### config.mk
export PLATFORM = sky130hd
export DESIGN_NAME = axis_pkt_fifo
export DESIGN_NICKNAME = d
export VERILOG_FILES = /design/src/rtl/axis_pkt_fifo.sv
export SDC_FILE = /design/constraint.sdc
export NUM_CORES = 1
export LEC_CHECK = 0
export BUFFER_PORTS_ARGS = -buffer_cell sky130_fd_sc_hd__buf_2
export CAP_MARGIN = 0
export CORE_UTILIZATION = 35
export CTS_CLUSTER_SIZE = 20
export DETAILED_ROUTE_END_ITERATION = 16
export GPL_TIMING_DRIVEN = 0
export PLACE_DENSITY = 0.56
export SKIP_CTS_REPAIR_TIMING = 1
export SYNTH_ARGS = -nofsm -noshare
export SYNTH_HDL_FRONTEND = slang
export SYNTH_SLANG_ARGS = --single-unit
### constraint.sdc
create_clock -name aclk -period 5.25 [get_ports aclk]
set_input_delay 0 -clock aclk [delete_from_list [all_inputs] [get_ports aclk]]
set_output_delay 0 -clock aclk [all_outputs]
set_load 0.02 [all_outputs]
### src/rtl/axis_pkt_fifo.sv
`default_nettype none
// ============================================================================
//  Module   : axis_pkt_fifo
//  Brief    : Synchronous AXI-Stream FIFO, first-word-fall-through, with an
//             optional store-and-forward packet mode keyed on tlast.
//  Revision : 1.0 - initial release
// ============================================================================
module axis_pkt_fifo #(
    parameter int DATA_WIDTH  = 8,
    parameter int DEPTH       = 16,
    parameter int PACKET_MODE = 1
) (
    input  logic                    aclk,
    input  logic                    areset,
    input  logic [DATA_WIDTH-1:0]   s_axis_tdata,
    input  logic                    s_axis_tvalid,
    input  logic                    s_axis_tlast,
    output logic                    s_axis_tready,
    output logic [DATA_WIDTH-1:0]   m_axis_tdata,
    output logic                    m_axis_tvalid,
    output logic                    m_axis_tlast,
    input  logic                    m_axis_tready,
    output logic [$clog2(DEPTH):0]  fill_count,
    output logic [$clog2(DEPTH):0]  pkt_count,
    output logic                    full,
    output logic                    empty
);

    localparam int              c_AW      = $clog2(DEPTH);
    localparam int              c_CW      = c_AW + 1;
    localparam logic [c_CW-1:0] c_DEPTH   = c_CW'(DEPTH);
    localparam logic [c_CW-1:0] c_CNT_ONE = c_CW'(1);
    localparam logic [c_AW-1:0] c_PTR_ONE = c_AW'(1);

    // Each entry holds {tlast, tdata}
    logic [DATA_WIDTH:0] r_mem [DEPTH];
    logic [c_AW-1:0]     r_wr_ptr;
    logic [c_AW-1:0]     r_rd_ptr;
    logic [c_CW-1:0]     r_fill;
    logic [c_CW-1:0]     r_pkt;
    logic [DATA_WIDTH:0] w_head;
    logic                w_wr;
    logic                w_rd;
    logic                w_wr_last;
    logic                w_rd_last;

    assign full          = (r_fill == c_DEPTH);
    assign empty         = (r_fill == '0);
    assign fill_count    = r_fill;
    assign pkt_count     = r_pkt;
    assign s_axis_tready = !full && !areset;

    assign w_head    = r_mem[r_rd_ptr];
    assign w_wr      = s_axis_tvalid && s_axis_tready;
    assign w_rd      = m_axis_tvalid && m_axis_tready;
    assign w_wr_last = w_wr && s_axis_tlast;
    assign w_rd_last = w_rd && w_head[DATA_WIDTH];

    assign m_axis_tdata = m_axis_tvalid ? w_head[DATA_WIDTH-1:0] : '0;
    assign m_axis_tlast = m_axis_tvalid && w_head[DATA_WIDTH];

    always_ff @(posedge aclk) begin
        if (w_wr) begin
            r_mem[r_wr_ptr] <= {s_axis_tlast, s_axis_tdata};
        end
    end

    always_ff @(posedge aclk) begin
        if (areset) begin
            r_wr_ptr <= '0;
            r_rd_ptr <= '0;
            r_fill   <= '0;
            r_pkt    <= '0;
        end else begin
            if (w_wr) begin
                r_wr_ptr <= r_wr_ptr + c_PTR_ONE;
            end
            if (w_rd) begin
                r_rd_ptr <= r_rd_ptr + c_PTR_ONE;
            end
            case ({w_wr, w_rd})
                2'b10:   r_fill <= r_fill + c_CNT_ONE;
                2'b01:   r_fill <= r_fill - c_CNT_ONE;
                default: ;
            endcase
            case ({w_wr_last, w_rd_last})
                2'b10:   r_pkt <= r_pkt + c_CNT_ONE;
                2'b01:   r_pkt <= r_pkt - c_CNT_ONE;
                default: ;
            endcase
        end
    end

    generate
        if (PACKET_MODE != 0) begin : g_packet
            // A full FIFO with no complete packet would deadlock, so drain it
            // cut-through until the oversized packet's tlast leaves.
            logic r_flush;

            always_ff @(posedge aclk) begin
                if (areset) begin
                    r_flush <= 1'b0;
                end else if (w_rd_last) begin
                    r_flush <= 1'b0;
                end else if (full && (r_pkt == '0)) begin
                    r_flush <= 1'b1;
                end
            end

            assign m_axis_tvalid = !empty && ((r_pkt != '0) || r_flush);
        end else begin : g_cut_through
            assign m_axis_tvalid = !empty;
        end
    endgenerate

endmodule
`default_nettype wire

==> impl_metrics.tcl, run 1 <==
set metrics [dict create \
    antenna_cells 0 \
    die_w_um 142 \
    path_cells "buf_6 -> mux4_2 -> mux4_2 -> and2_4 -> ha_1 -> clkbuf_1 -> xor2_1 -> ha_1 -> o21a_1 -> o21ai_0 -> nand2b_1 -> a211oi_1 -> mux2_2" \
    synth.cell_area_sq_um 6830 \
    ant_nets 0 \
    rows 50 \
    num-nets-final 460 \
    power_leakage_nw 2.65 \
    die_h_um 142 \
    drt-total-wl_mm 14.1 \
    cts_num_sinks 167 \
    start_kind "flip-flop" \
    fin_crit_ns 3.89 \
    hold_viol_final 0 \
    finalNonFillerCells 706 \
    drive_above_1_share 0.262 \
    reg2reg_depth 13 \
    dp.cells 664 \
    globalplace.congestion 0.730 \
    ys.flop_type "edfxtp_1" \
    grt_pass1_wl_mm 21.6 \
    powerDensity_nw_per_um2 337 \
    max_freq_mhz 257 \
    fin_crit_sh 0.740 \
    fill_cells 1730 \
    viasPerCell 4.97 \
    cp_num_buf_inv 2 \
    cp_top_family "multiplexers" \
    numCtsBuffers 17 \
    area_delta_synth_final_pct 17.2 \
    max_slew_margin 0.240 \
    syn_inst 367 \
    cp_max_fo 10 \
    antenna_found_initial 0 \
    initial_utilization 0.361 \
    synth_fp_nets 394 \
    whs_path_depth 5 \
    drt_iter0_markers 267 \
    grt_max_degree 18 \
    rsz0062_at_grt "false" \
    drc 0 \
    slowest_delay_ns 0.53 \
    crit_cells 13 \
    path_clk_slew_ns 0.06 \
    drtPass1Iterations 4 \
    hold_path_class "in2reg" \
    cp-end-kind "flip-flop" \
    vias 3510 \
    port_buffers 35 \
    die_area_sq_um 20100 \
    avgSynthCellArea_sq_um 18.6 \
    whs_ns 0.0171 \
    place_ws_ns 1.39 \
    grt_pass1_vias 3596 \
    ff_latch_area_sq_um 4780 \
    setup_viol 0 \
    ys_ff_latch 167 \
    io_pins 36 \
    worst-slew-pin-transition_ns 1.14 \
    grt_use_total 0.154 \
    fin_ws_ns 1.36 \
    finClkSkew_ns 0.0112 \
    worstPathArrival_ns 4.20 \
    yosysWarnings 0 \
    core_sq_um 18900 \
    synthArstFlopShare 0 \
    final.setup.tns_ns 0 \
    cts_tree "yes" \
    dp_hpwl_mm 9.06 \
    utilization 0.424 \
    maxCapViolations 0 \
    synth_seq_area_share 0.701 \
    clk_latency_ns 0.43 \
    clock-root-buffer "clkbuf_16" \
    critPathKind "reg2reg" \
    multi_input_area_sq_um 1930 \
    synth_cell_types 42 \
    required_ns 5.56 \
    wire_per_inst_um 19.9 \
    maxSlewViolCount 0 \
    slowest_stage "mux4_2" \
    htreeDepth 4 \
    clk_path_buf_depth 2 \
    status "completed" \
    peakVddDrop_uv 213 \
    synth_edf_count 144 \
    grt_overflow 0 \
]
layout by cell type, fill, tap and decap left out, drive strengths merged, types with 4 or more instances in the layout:
| master | n |
|---|---|
| o21ai | 4 |
| and2 | 11 |
| inv | 11 |
| clkinv | 6 |
| nand2b | 4 |
| clkbuf | 29 |
| nor3 | 8 |
| a21oi | 9 |
| xnor2 | 4 |
| mux4 | 45 |
| nor2b | 5 |
| ha | 13 |
| nor2 | 31 |
| nand2 | 9 |
| dfxtp | 23 |
| buf | 43 |
| dlygate4sd3 | 10 |
| clkinvlp | 5 |
| edfxtp | 144 |
| xor2 | 8 |
cells in the mapped netlist, drive strengths merged, types with 5 or more instances:
| cell | number | area share |
|---|---|---|
| and2 | 11 | 0.011 |
| dfxtp | 23 | 0.067 |
| mux4 | 45 | 0.15 |
| nand2 | 9 | 0.0049 |
| nor2 | 31 | 0.017 |
| inv | 8 | 0.0044 |
| clkbuf | 11 | 0.0075 |
| ha | 13 | 0.024 |
| buf | 6 | 0.0071 |
| a21oi | 9 | 0.0066 |
| xor2 | 8 | 0.010 |
| nor2b | 5 | 0.0046 |
| nor3 | 8 | 0.0066 |
| edfxtp | 144 | 0.63 |
logic make-up after synthesis:
group | share of synthesized area
buffers and inverters | 0.0191
multiplexers | 0.162
flip-flops | 0.701
AND/OR/NAND/NOR | 0.0568
XOR/XNOR | 0.0154
AO/OA/AOI/OAI | 0.0198
adder cells (fa/ha/maj) | 0.0268
path summary, 6_finish.rpt:
kind,slack (ns),start,to
worst max-delay path,1.36,flip-flop,pkt_count[4]
worst min-delay path,0.02,m_axis_tready,r_rd_ptr[2]
worst max register to register,1.36,flip-flop,pkt_count[4]
worst min register to register,0.54,fill_count[4],fill_count[4]
worst register-to-register path, delay by kind of cell, from the launching register on:
kind,cells,cell delay [ns]
simple gates,2,0.28
compound gates,3,0.66
mux,3,1.42
flops,1,0.40
buf+inv,2,0.40
xor+xnor,1,0.18
fa+ha+maj,2,0.43
per-stage QoR:
| step | instance area, sq um | power, mW |
|---|---|---|
| after floorplan | 6830 | 1.55 |
| after global placement | 7330 | 1.59 |
| after detailed placement | 7370 | 1.59 |
| after CTS | 7900 | 2.71 |
| after global routing | 8000 | 2.79 |
| final | 8000 | 2.69 |
registers in the layout, indices dropped and copies added (netlist names), named ones only:
| name | count |
|---|---|
| r_mem | 144 |
| fill_count | 5 |
| pkt_count | 5 |
| r_rd_ptr | 4 |
| r_wr_ptr | 4 |
| g_packet.r_flush | 1 |
routing by layer:
| layer | vias to the layer above | track usage | routed length (um) |
|---|---|---|---|
| met2 | 75 | 0.245 | 6870 |
| li1 | 1589 | - | - |
| met1 | 1831 | 0.202 | 6400 |
| met5 | - | 0 | 0 |
| met4 | 0 | 0.0702 | 229 |
| met3 | 15 | 0.0348 | 566 |
cell type report:
type / count / share of cell area
buffer: 17 / 0.0125
sequential: 167 / 0.598
clock inverter: 14 / 0.0128
tap: 260 / 0.0406
clock buffer: 18 / 0.0536
inverter: 8 / 0.00375
timing repair buffer: 47 / 0.0372
multi-input combinational: 175 / 0.242
where the power goes:
group	internal, mW	total (mW)	leakage [nW]	switching, mW
sequential	1.45	1.46	1.48	0.00732
combinational	0.0437	0.110	0.919	0.0661
clock	0.606	1.12	0.248	0.518
total	2.10	2.69	2.65	0.592
No activity file was read; power rests on OpenSTA's default activity.
==> inputs of run 2 (changes only) <==
==> constraint.sdc (replaced) <==
create_clock -name aclk -period 3.6 [get_ports aclk]
set_input_delay 0 -clock aclk [delete_from_list [all_inputs] [get_ports aclk]]
set_output_delay 0 -clock aclk [all_outputs]
set_load 0.02 [all_outputs]
==> run 2 against run 1 <==
Net effect:
- core utilization rose by 0.14 points
- sequential power rose by 46%
- register-to-register slack got worse by 1.1 ns
- non-clock buffer count fell by 1
- sequential share of layout area fell by 0.15 points
- clock skew barely moved
- worst hold slack got worse by 0.0098 ns
- routed wire length fell by 0.32%
- critical path type unchanged
==> impl_metrics.tcl, run 2 (synthesized netlist as in run 1, its figures left out) <==
set metrics [dict create \
    maxCapViolations 0 \
    max_freq_mhz 298 \
    clk_path_buf_depth 2 \
    htreeDepth 4 \
    slowest_stage "mux4_2" \
    die_area_sq_um 20100 \
    grt_pass1_vias 3596 \
    mostFrequentLayoutCells "144 x edfxtp_1, 35 x mux4_2, 35 x buf_2, 31 x nor2_1, 22 x dfxtp_1" \
    power_leakage_nw 2.65 \
    fin_ws_ns 0.241 \
    grt_use_total 0.154 \
    fill_cells 1731 \
    reg2reg_depth 12 \
    numCtsBuffers 17 \
    largest_reg_flops 144 \
    drtPass1Iterations 5 \
    io_pins 36 \
    port_buffers 35 \
    r2r_setup_slack_ns 0.24 \
    cts_num_sinks 167 \
    antenna_cells 0 \
    hold_path_class "in2reg" \
    worstPathArrival_ns 3.67 \
    slowest_delay_ns 0.52 \
    vias 3494 \
    grt_max_degree 18 \
    path_cells "buf_12 -> mux4_2 -> mux4_2 -> and2_4 -> ha_4 -> xor2_1 -> ha_1 -> o21a_1 -> o21ai_1 -> nand2b_1 -> a211oi_2 -> mux2_2" \
    drt_iter0_markers 277 \
    largest-register "r_mem" \
    num-nets-final 459 \
    rows 50 \
    core_sq_um 18900 \
    dp.cells 664 \
    ant_nets 0 \
    clk_latency_ns 0.43 \
    drc 0 \
    required_ns 3.91 \
    cp_num_buf_inv 1 \
    status "completed" \
    cts_tree "yes" \
    setup_viol 0 \
    fin_crit_sh 0.933 \
    critPathKind "reg2reg" \
    cp-endpoint "pkt_count[4]" \
    grt_pass1_wl_mm 21.6 \
    cp_top_family "multiplexers" \
    hold_viol_final 0 \
    antenna_found_initial 0 \
    wire_per_inst_um 19.9 \
    worst-slew-pin-transition_ns 1.16 \
    drive_above_1_share 0.270 \
    globalplace.congestion 0.730 \
    finClkSkew_ns 0.0114 \
    powerDensity_nw_per_um2 489 \
    crit_top_cell "mux4_2" \
    fin_crit_ns 3.36 \
    area_delta_synth_final_pct 17.6 \
    peakVddDrop_uv 311 \
    final_common_cell "edfxtp_1" \
    die_h_um 142 \
    path_clk_slew_ns 0.06 \
    place_ws_ns -0.256 \
    clock-root-buffer "clkbuf_16" \
    drt-total-wl_mm 14.0 \
    cp_max_fo 10 \
    cp-end-kind "flip-flop" \
    rsz0062_at_grt "false" \
    max_slew_margin 0.226 \
    crit_cells 12 \
    dp_hpwl_mm 9.06 \
    finalNonFillerCells 705 \
    start_kind "flip-flop" \
    viasPerCell 4.96 \
    grt_overflow 0 \
    r2r_end "pkt_count[4]" \
    die_w_um 142 \
    initial_utilization 0.361 \
    maxSlewViolCount 0 \
]
==> run 2: power breakdown <==
| part | internal, mW | total, mW | switching (mW) |
|---|---|---|---|
| Sequential | 2.12 | 2.13 | 0.0107 |
| Clock | 0.884 | 1.64 | 0.753 |
| Combinational | 0.0640 | 0.161 | 0.0968 |
| Total | 3.06 | 3.92 | 0.860 |
==> run 2: routing by layer <==
metal  share of wire  global-route usage  wire, um  vias to the layer above
met5               0                   0         0                        -
met4           0.020              0.0702       282                        0
met3           0.047              0.0348       661                       18
met2            0.49               0.245      6870                       82
met1            0.44               0.202      6200                     1809
li1                -                   -         -                     1585
==> run 2: worst register-to-register path, stage by stage, from the launching register on <==
cell      delay, ns
dfxtp_4        0.38
buf_12         0.14
mux4_2         0.50
mux4_2         0.52
and2_4         0.21
ha_4           0.19
xor2_1         0.15
ha_1           0.22
o21a_1         0.18
o21ai_1        0.12
nand2b_1       0.08
a211oi_2       0.21
mux2_2         0.35
==> run 2: worst min path at each step <==
stage / endpoint / start / cells past startpoint / slack (ns)
floorplan: r_mem[0][0] / s_axis_tdata[0] / 0 / 0.1
global placement: r_mem[12][2] / s_axis_tdata[2] / 1 / 0.37
detailed placement: pkt_count[4] / areset / 3 / 0.40
CTS: r_mem[1][3] / s_axis_tdata[3] / 1 / -0.05
global route: flip-flop / m_axis_tready / 5 / 0.05
finish: flip-flop / m_axis_tready / 5 / 0.007
==> run 2: layout make-up <==
type,count,area [sq um],area share
sequential,167,4790,0.596
multi-input combinational,175,1950,0.243
clock buffer,18,429,0.0534
tap,260,325,0.0405
timing repair buffer,47,298,0.0371
buffer,16,105,0.0131
clock inverter,14,103,0.0128
inverter,8,30.0,0.00374
==> run 2: metrics by stage <==
step	hold WS, ns	cell area, sq um	setup TNS (ns)	util	total power, mW
floorplan	0.0989	6830	0	-	2.26
global placement	0.374	7330	-0.210	0.388	2.31
detailed placement	0.396	7370	-0.256	0.390	2.32
CTS	-0.0547	7900	-0.282	0.418	3.96
global route	0.0495	8030	0	0.425	4.07
finish	0.00724	8030	0	0.425	3.92
==> inputs of run 3 (changes only) <==
--- a/config.mk
+++ b/config.mk
@@ -5,13 +5,14 @@
 export SDC_FILE = /design/constraint.sdc
 export NUM_CORES = 1
 export LEC_CHECK = 0
+export ABC_AREA = 1
 export BUFFER_PORTS_ARGS = -buffer_cell sky130_fd_sc_hd__buf_2
 export CAP_MARGIN = 0
 export CORE_UTILIZATION = 35
 export CTS_CLUSTER_SIZE = 20
 export DETAILED_ROUTE_END_ITERATION = 16
 export GPL_TIMING_DRIVEN = 0
-export PLACE_DENSITY = 0.56
+export PLACE_DENSITY_LB_ADDON = 0.15
 export SKIP_CTS_REPAIR_TIMING = 1
 export SYNTH_ARGS = -nofsm -noshare
 export SYNTH_HDL_FRONTEND = slang
==> run 3 against run 2 <==
Net effect:
- sequential power increased by 5%
- global-route usage increased by 1.5 points
- register-to-register slack improved by 0.63 ns
- non-clock buffer count increased by 6
- largest cell class unchanged
==> impl_metrics.tcl, run 3 <==
set metrics [dict create \
    status "completed" \
    final_common_cell "nand2_1" \
    drive_above_1_share 0.130 \
    antenna_found_initial 0 \
    synth_seq_area_share 0.668 \
    synthArstFlopShare 0 \
    core_sq_um 19800 \
    numCtsBuffers 17 \
    crit_cells 16 \
    cp-end-kind "flip-flop" \
    die_h_um 145 \
    grt_overflow 0 \
    synth_edf_count 144 \
    viasPerCell 4.82 \
    powerDensity_nw_per_um2 687 \
    synth_cell_types 29 \
    path_clk_slew_ns 0.06 \
    start_kind "flip-flop" \
    dp_hpwl_mm 11.9 \
    drt-total-wl_mm 17.2 \
    peakVddDrop_uv 406 \
    initial_utilization 0.362 \
    clock-root-buffer "clkbuf_16" \
    clk_latency_ns 0.42 \
    grt_use_total 0.169 \
    power_leakage_nw 3.21 \
    io_pins 36 \
    rsz0062_at_grt "false" \
    whs_path_depth 1 \
    max_slew_margin 0.260 \
    num-nets-final 746 \
    mostFrequentLayoutCells "187 x nand2_1, 144 x edfxtp_1, 136 x nand3_1, 47 x buf_2, 38 x nor2_1" \
    cp_max_fo 10 \
    cp_num_buf_inv 4 \
    synth_fp_nets 686 \
    maxCapViolations 0 \
    r2r_setup_slack_ns 0.87 \
    rows 51 \
    p_int_mw 3.74 \
    largest_reg_flops 144 \
    grt_pass1_wl_mm 26.3 \
    worst-slew-pin-transition_ns 1.11 \
    final.setup.tns_ns 0 \
    place_ws_ns 0.873 \
    fin_crit_sh 0.758 \
    max_freq_mhz 367 \
    switching_power_mw 1.96 \
    switching_share 0.344 \
    slowest_delay_ns 0.49 \
    avgSynthCellArea_sq_um 10.9 \
    drt_iter0_markers 264 \
    largest-register "r_mem" \
    hold_viol_final 0 \
    setup_viol 0 \
    ys_ff_latch 167 \
    path_cells "inv_1 -> buf_1 -> nand3_1 -> nand3_1 -> inv_1 -> ha_1 -> xor2_1 -> ha_1 -> inv_1 -> nand2_1 -> nand3_1 -> nand2_1 -> nand2_1 -> nand2_1 -> nand2_1 -> a21oi_1" \
    antenna_cells 0 \
    grt_max_degree 18 \
    yosysWarnings 0 \
    hold_path_class "in2reg" \
    p_clk_frac 0.308 \
    fin_crit_ns 2.73 \
    syn_inst 659 \
    ys.flop_type "edfxtp_1" \
    htreeDepth 4 \
    vias 4805 \
    synthTopCellsByArea "edfxtp_1 60%, nand2_1 9.8%, nand3_1 9.5%, dfxtp_1 6.4%, ha_1 2.3%" \
    clk_path_buf_depth 2 \
    seq_power_share 0.393 \
    fill_cells 1894 \
    finClkSkew_ns 0.00717 \
    cts_num_sinks 167 \
    netlist.area_leader.share 0.604 \
    reg2reg_depth 16 \
    crit_top_cell "nand2_1" \
    synth_common_cells "187 x nand2_1, 144 x edfxtp_1, 136 x nand3_1" \
    combPwrFrac 0.299 \
    grt_pass1_vias 4704 \
    yosys.cell_count.top_type "nand2_1" \
    fin_ws_ns 0.872 \
    slowest_stage "buf_1" \
    worstPathArrival_ns 3.07 \
    area_delta_synth_final_pct 15.8 \
    synth.cell_area_sq_um 7160 \
    globalplace.congestion 0.824 \
    drtPass1Iterations 5 \
    cp_top_family "simple AND/OR/NAND/NOR gates" \
    maxSlewViolCount 0 \
    cts_tree "yes" \
    synth_area_leader_cell "edfxtp_1" \
    drc 0 \
    die_w_um 145 \
    required_ns 3.95 \
    ant_nets 0 \
    critPathKind "reg2reg" \
    worstHoldStart "s_axis_tdata[4]" \
    min_to "r_mem[9][4]" \
    wire_per_inst_um 17.3 \
    r2r_end "pkt_count[4]" \
    port_buffers 34 \
    die_area_sq_um 21000 \
]
run 3: cell count changes in the layout (fill, tap and decap cells not counted), moves of 7 or more:
| cell | before | now |
|---|---|---|
| mux4_1 | 10 | 0 |
| nand3_1 | 0 | 136 |
| nor2_1 | 31 | 38 |
| mux4_2 | 35 | 0 |
| and2_1 | 9 | 0 |
| inv_1 | 8 | 34 |
| nand2_1 | 9 | 187 |
| buf_2 | 35 | 47 |
run 3: worst register-to-register path: stages, from the launching register on:
cell,delay [ns]
dfxtp_1,0.37
inv_1,0.15
buf_1,0.49
nand3_1,0.22
nand3_1,0.16
inv_1,0.08
ha_1,0.24
xor2_1,0.20
ha_1,0.17
inv_1,0.04
nand2_1,0.09
nand3_1,0.11
nand2_1,0.07
nand2_1,0.04
nand2_1,0.05
nand2_1,0.06
a21oi_1,0.12
run 3: power groups by stage:
stage	Combinational (mW)	Clock [mW]	Sequential, mW
2_1_floorplan	1.14	0	2.32
3_3_place_gp	1.69	0	2.28
3_5_place_dp	1.71	0	2.28
4_1_cts	1.71	1.78	2.24
5_1_grt	1.90	1.84	2.25
6_report	1.70	1.76	2.24
run 3: cells by family after synthesis:
group,Yosys count,synth area share
AND/OR/NAND/NOR,372,0.226
flip-flops,167,0.668
buffers and inverters,67,0.0454
AO/OA/AOI/OAI,27,0.0196
adder cells (fa/ha/maj),14,0.0255
XOR/XNOR,12,0.0147
run 3: stage by stage:
stage	util	instances	total power, mW	hold slack, ns	cell area, sq um
final	0.419	997	5.70	0.00484	8290
after global routing	0.419	997	5.99	0.000954	8290
after CTS	0.416	990	5.73	-0.0565	8220
after detailed placement	0.387	958	3.98	0.390	7660
after global placement	0.387	958	3.97	0.381	7660
after floorplan	-	659	3.46	0.0989	7160
run 3: worst max path at each step:
stage | slack [ns] | from | to
3_3_place_gp | 0.89 | flip-flop | pkt_count[4]
4_1_cts | 0.85 | flip-flop | pkt_count[4]
6_report | 0.87 | flip-flop | pkt_count[4]
2_1_floorplan | 1.38 | fill_count[1] | pkt_count[4]
5_1_grt | 0.57 | flip-flop | pkt_count[4]
3_5_place_dp | 0.87 | flip-flop | pkt_count[4]
run 3: final cells by class:
type	instances	area, sq um	area share
inverter	39	151	0.0183
timing repair buffer	41	240	0.0290
tap	265	332	0.0400
clock buffer	19	433	0.0522
sequential	167	4780	0.577
multi-input combinational	425	2050	0.247
clock inverter	13	128	0.0154
buffer	28	174	0.0210
run 3: layer usage:
layer,global-route usage,share of wire,wire (um),vias up
met5,0,0,0,-
met4,0.0580,0.014,236,0
met3,0.0384,0.042,730,17
met2,0.279,0.48,8300,120
met1,0.217,0.46,7930,2284
li1,-,-,-,2384
